===== config.mk =====
export PLATFORM = sky130hd
export DESIGN_NAME = pipelined_adder
export DESIGN_NICKNAME = d
export VERILOG_FILES = /design/src/rtl/pipelined_adder.sv
export SDC_FILE = /design/constraint.sdc
export NUM_CORES = 1
export LEC_CHECK = 0
export ABC_AREA = 0
export CAP_MARGIN = 20
export CORE_UTILIZATION = 49
export CTS_CLUSTER_DIAMETER = 200
export DETAILED_ROUTE_END_ITERATION = 12
export HOLD_SLACK_MARGIN = 0.03
export PLACE_DENSITY = 0.79
export SYNTH_ARGS = -nofsm -noshare
export SYNTH_HDL_FRONTEND = slang
export SYNTH_SLANG_ARGS = --single-unit

===== constraint.sdc =====
create_clock -name clk -period 1.9 [get_ports clk]
set_input_delay 0.285 -clock clk [delete_from_list [all_inputs] [get_ports clk]]
set_output_delay 0.285 -clock clk [all_outputs]
set_load 0.1 [all_outputs]

===== src/rtl/pipelined_adder.sv =====
// Pipelined ripple-carry adder: WIDTH bits split into STAGES carry-chained chunks, valid/ready stream.
// Define PADD_SUB_EN to add the sub port (a - b - cin); otherwise the block is add-only.
module pipelined_adder #(
  parameter int WIDTH  = 16,
  parameter int STAGES = 4
) (
  input  logic             clk,
  input  logic             rst_n,
  input  logic             in_valid,
  output logic             in_ready,
  input  logic [WIDTH-1:0] a,
  input  logic [WIDTH-1:0] b,
  input  logic             cin,
`ifdef PADD_SUB_EN
  input  logic             sub,
`endif
  output logic             out_valid,
  input  logic             out_ready,
  output logic [WIDTH-1:0] s,
  output logic             cout,
  output logic             ovf
);

  localparam int CW = WIDTH / STAGES;

  // Handshake: a transfer happens on any edge where valid and ready are both high.
  // Every stage shifts together when the output slot is empty or being drained.
  logic             adv;
  logic [WIDTH-1:0] b_eff;
  logic             cin_eff;
  logic             ovf_q;

  assign adv      = ~out_valid | out_ready;
  assign in_ready = adv;

`ifdef PADD_SUB_EN
  // Subtraction is folded into operand B and carry-in before stage 0.
  assign b_eff   = sub ? ~b : b;
  assign cin_eff = sub ? ~cin : cin;
`else
  assign b_eff   = b;
  assign cin_eff = cin;
`endif

  for (genvar k = 0; k < STAGES; k++) begin : g_stage
    localparam int LO = (k + 1) * CW;
    localparam int HI = WIDTH - LO;

    logic [CW-1:0] op_a;
    logic [CW-1:0] op_b;
    logic          c_in;
    logic          v_in;
    logic [CW:0]   chunk;
    logic [LO-1:0] s_nx;
    logic [LO-1:0] s_q;
    logic          v_q;
    logic          c_q;

    if (k == 0) begin : g_src
      assign op_a = a[CW-1:0];
      assign op_b = b_eff[CW-1:0];
      assign c_in = cin_eff;
      assign v_in = in_valid;
      assign s_nx = chunk[CW-1:0];
    end else begin : g_src
      assign op_a = g_stage[k-1].g_fwd.a_q[CW-1:0];
      assign op_b = g_stage[k-1].g_fwd.b_q[CW-1:0];
      assign c_in = g_stage[k-1].c_q;
      assign v_in = g_stage[k-1].v_q;
      assign s_nx = {chunk[CW-1:0], g_stage[k-1].s_q};
    end

    assign chunk = {1'b0, op_a} + {1'b0, op_b} + {{CW{1'b0}}, c_in};

    always_ff @(posedge clk or negedge rst_n) begin
      if (!rst_n) begin
        v_q <= 1'b0;
        c_q <= 1'b0;
        s_q <= '0;
      end else if (adv) begin
        v_q <= v_in;
        c_q <= chunk[CW];
        s_q <= s_nx;
      end
    end

    // Operand chunks not yet summed ride along with the stage (skew registers).
    if (HI > 0) begin : g_fwd
      logic [HI-1:0] a_nx;
      logic [HI-1:0] b_nx;
      logic [HI-1:0] a_q;
      logic [HI-1:0] b_q;

      if (k == 0) begin : g_in
        assign a_nx = a[WIDTH-1:CW];
        assign b_nx = b_eff[WIDTH-1:CW];
      end else begin : g_in
        assign a_nx = g_stage[k-1].g_fwd.a_q[HI+CW-1:CW];
        assign b_nx = g_stage[k-1].g_fwd.b_q[HI+CW-1:CW];
      end

      always_ff @(posedge clk or negedge rst_n) begin
        if (!rst_n) begin
          a_q <= '0;
          b_q <= '0;
        end else if (adv) begin
          a_q <= a_nx;
          b_q <= b_nx;
        end
      end
    end
  end

  // Carry into the MSB is recovered as sum_msb ^ a_msb ^ b_msb.
  always_ff @(posedge clk or negedge rst_n) begin
    if (!rst_n) begin
      ovf_q <= 1'b0;
    end else if (adv) begin
      ovf_q <= g_stage[STAGES-1].chunk[CW-1] ^ g_stage[STAGES-1].op_a[CW-1]
             ^ g_stage[STAGES-1].op_b[CW-1] ^ g_stage[STAGES-1].chunk[CW];
    end
  end

  assign out_valid = g_stage[STAGES-1].v_q;
  assign s         = g_stage[STAGES-1].s_q;
  assign cout      = g_stage[STAGES-1].c_q;
  assign ovf       = ovf_q;

endmodule


-- Yosys cells after proc, flatten, opt, wreduce, memory -nomap -nowiden
Index checks and enable logic that the tools add are counted.
- add/subtract/negate cells: 8
- bitwise operators: 5
- operators with widths (operator ; count):
    $add 4x4->5 ; 4
    $add 5x1->5 ; 4
    $xor 1x1->1 ; 3
    $not 1->1 ; 1
    $or 1x1->1 ; 1
- register bits after elaboration: 97
- output and inout bits: 20
- bits of input ports: 37

-- Logic depth before layout (Yosys ltp)
- word-level depth: 5
- depth in mapped cells: 6
- gate-level depth less buffers: 6

-- Worst setup path after synthesis
No wires, ideal clock.
- path type: flip-flop to flip-flop
- from: register g_stage[3].v_q (netlist: out_valid)
- to: register g_stage[3].c_q (netlist: cout)
- buffers on the path: 2
- arrival: 1881 ps
- cell stages (with the launch flop): 6
- clock period less this slack: 2039 ps
- path slack: -139 ps
- required time: 1742 ps
- cell sequence: dfrtp_1 -> nor2b_1 -> inv_1 -> buf_2 -> buf_2 -> a31oi_1
- cells in the longest elaborated chain, start to end: 2
- RTL lines (what ; RTL line ; text):
    from (decl) ; 56 ; logic v_q;
    from (signal assigned) ; 81 ; v_q <= v_in;
    $not 1->1 ; 33 ; assign adv = ~out_valid | out_ready;
    $or 1x1->1 ; 33 ;
    net in_ready ; 10 ; output logic in_ready,
    to (signal assigned) ; 82 ; c_q <= chunk[CW];
    to (decl) ; 57 ; logic c_q;
The timed path passes the listed nets, and every way through them passes these cells.
A chain may end at the register's enable or synchronous reset.

-- Worst setup path after layout
- from: register g_stage[2].g_fwd.b_q[0]
- to: register ovf_q (netlist: ovf)
- cells in the longest elaborated chain, start to end: 5
- RTL lines (what ; RTL line ; text):
    from (decl) ; 92 ; logic [HI-1:0] b_q;
    from (signal assigned) ; 108 ; b_q <= b_nx;
    $add 4x4->5 (*) ; 73 ; assign chunk = {1'b0, op_a} + {1'b0, op_b} + {{CW{1'b0}}, c_in};
    $add 5x1->5 (*) ; 73 ;
    $xor 1x1->1 ; 119 ; ovf_q <= g_stage[STAGES-1].chunk[CW-1] ^ g_stage[STAGES-1].op_a[CW-1]
    $xor 1x1->1 ; 120 ; ^ g_stage[STAGES-1].op_b[CW-1] ^ g_stage[STAGES-1].chunk[CW];
    $xor 1x1->1 (*) ; 120 ;
    to (signal assigned) ; 119 ;
    to (decl) ; 31 ; logic ovf_q;
Mark *: on every way between the ends. The rest lies on a longest branch, timed or not.

==> impl_metrics.py <==
metrics = {
    "detailed_routing": {
        "vias": 2989,
        "route.detailed.drc": 0,
        "finalWirelength_mm": 7.28,
        "drt_pass1_iterations": 4,
        "drtAntennaViolNets": 0,
        "wire_per_inst_um": 11.7,
        "drt_iter0_drc": 142,
        "vias_per_cell": 4.80,
    },
    "timing": {
        "fin_crit_sh": 0.994,
        "final.min_clock_period_ps": 1890,
        "tightest_slew_ps": 516,
        "skew_ps": 7.73,
        "whs_ps": 454,
        "slew_headroom": 0.656,
        "finalMaxSlewViolations": 0,
        "setup_viol": 0,
        "hold_viol": 0,
        "fmax_mhz": 529,
        "rsz0062_at_grt": "yes",
    },
    "worst_setup_path": {
        "path_buf_inv": 0,
        "cp_cell_sequence": "fa_2 -> fa_2 -> nand3_2 -> a21oi_2 -> o211a_1 -> o31ai_2",
        "crit_top_cell": "fa_2",
        "cp-end-kind": "flip-flop",
        "crit_family": "adder cells",
        "cp-start-kind": "flip-flop",
        "timing_worst_setup_path_type": "reg -> reg",
        "critPathArrivalTime_ps": 2150,
        "r2r_slack_ps": 10,
        "crit_required_ps": 2160,
        "critPathMaxFanout": 3,
        "slowest_stage": "fa_2",
        "slowest_delay_ps": 420,
    },
    "die": {
        "die-area_um2": 8860,
        "die_h_um": 94.1,
        "die_w_um": 94.1,
        "initial_core_util": 0.506,
        "fp.coreArea_um2": 8220,
        "ios": 57,
        "std_cell_rows": 33,
    },
    "cells_and_area": {
        "post-route-cell-area_um2": 5120,
        "nets": 570,
        "areaGrowthSynthToFinish_pct": 23.1,
        "antenna_cells": 0,
        "drive_above_1_share": 0.110,
    },
    "placement": {
        "gp_congestion": 0.755,
        "port_buffers": 56,
        "dp_hpwl_mm": 4.67,
        "placed_cell_area_um2": 4830,
    },
    "logic_synthesis": {
        "synth_commonest_cells": "235 x nand2_1, 97 x dfrtp_1, 19 x o21ai_0",
        "yosysWarnings": 0,
        "synth_top_area_cell": "dfrtp_1",
        "synth_area_leaders": "dfrtp_1 58%, nand2_1 21%, fa_1 3.8%",
        "synth_top_area_frac": 0.583,
        "synth_ff_type": "dfrtp_1",
        "avgSynthCellArea_um2": 9.14,
        "seq_area_frac_synth": 0.583,
        "ys_types": 28,
        "synth_area_um2": 4160,
        "ys_ff_latch": 97,
        "synthCells": 455,
        "yosysMostFrequentCell": "nand2_1",
        "syn-num-nets": 512,
        "async_flop_share": 1.00,
        "synth_edf_count": 0,
    },
    "power_and_ir_drop": {
        "ir_drop_uv": 737,
        "power.leakage_nw": 2.64,
        "p_per_area_nw_per_um2": 1870,
    },
    "clock_tree": {
        "cts.path.max_buffers": 2,
        "htreeDepth": 3,
        "clk-insertion-delay-late_ps": 350,
        "clockRootBuffer": "clkbuf_8",
        "clkSinkCount": 97,
        "cts.clk_slew.worst_paths_ps": 90,
        "cts_inserted_buffers": 9,
        "tritoncts": "yes",
    },
    "status": {
        "run_status": "completed",
    },
    "global_routing": {
        "grt_max_degree": 98,
        "antenna_found_initial": 0,
        "grt_pass1_vias": 2963,
        "grt_usage": 0.182,
        "grt_overflow": 0,
        "grt_pass1_wl_mm": 12.6,
    },
    "run": {
        "maxCapViolations": 0,
    },
    "min_path": {
        "min-delay-path-class": "in -> reg",
    },
}
worst register-to-register path: stages (launching register included):
cell     delay (ps)
dfrtp_1         410
fa_2            420
fa_2            390
nand3_2         110
a21oi_2          70
o211a_1         230
o31ai_2         170
logic make-up (layout without fill, tap and decap cells):
group / count (synthesis) / in the layout / share of synthesized area
simple gates: 257 / 257 / 0.239
flops: 97 / 97 / 0.583
compound gates: 40 / 40 / 0.0574
buf+inv: 37 / 100 / 0.0367
fa+ha+maj: 20 / 20 / 0.0746
xor+xnor: 4 / 4 / 0.00842
flip-flops by register name, summed over array words and instances, names as in the netlist:
register / flops
g_stage.c_q: 3
g_stage.v_q: 3
g_stage.g_fwd.b_q: 24
ovf: 1
s: 16
cout: 1
g_stage.s_q: 24
g_stage.g_fwd.a_q: 24
out_valid: 1
final timing paths:
kind | depth (start not counted) | start | to
setup / recovery | 6 | g_stage[2].g_fwd.b_q[0] | ovf
hold / removal | 3 | a[15] | g_stage[0].g_fwd.a_q[11]
setup reg to reg | 6 | g_stage[2].g_fwd.b_q[0] | ovf
hold reg to reg | 2 | g_stage[0].g_fwd.b_q[8] | g_stage[1].g_fwd.b_q[4]
max in group asynchronous | 3 | rst_n | g_stage[0].g_fwd.a_q[1]
min in group asynchronous | 3 | rst_n | g_stage[0].g_fwd.b_q[7]
cell type report:
class	count	area, um2
Clock inverter	5	103
Inverter	16	60.1
Clock buffer	11	141
Multi-Input combinational cell	321	1610
Timing Repair Buffer	68	651
Fill cell	699	3100
Tap cell	105	131
Sequential cell	97	2430
power breakdown:
part           internal, mW  switching, mW
registers              2.96          0.491
clock network         0.909          0.677
logic                  1.45           3.09
total                  5.33           4.26
cell usage in the layout, fill, tap and decap left out, drive strengths merged, types with 3 or more instances in the layout:
cell,Yosys,routed
nor2,11,11
nor2b,5,5
buf,11,32
xor2,3,3
clkdlybuf4s50,0,35
o21ai,19,19
fa,8,8
ha,12,12
bufinv,0,3
inv,16,16
dfrtp,97,97
clkbuf,10,11
a21oi,10,10
nand2,235,235
metrics by stage:
step	TNS [ps]	utilization	power, mW	setup slack (ps)	instances
floorplan	0	-	6.84	10.8	455
global placement	0	0.587	7.77	5.43	603
detailed placement	-102	0.587	7.95	-82.7	603
CTS	0	0.620	9.61	6.30	621
global route	-82.5	0.623	10.3	-56.2	623
finish	0	0.623	9.59	10.7	623
metal layers:
layer  vias to the layer above  part of all wire  track usage
met5                         -                 0            0
met4                         0             0.015       0.0795
met3                         9             0.023       0.0251
met2                        38              0.51        0.318
met1                      1419              0.45        0.224
li1                       1523                 -            -
repair_timing:
action	4_1_cts	5_1_grt
hold buffers	1	0
endpoints found under the hold margin	97	0
pin swaps	0	3
endpoints found under the setup margin	1	1
setup buffers	1	2
resized for setup	2	2
Power figures use the tool's default switching activity.
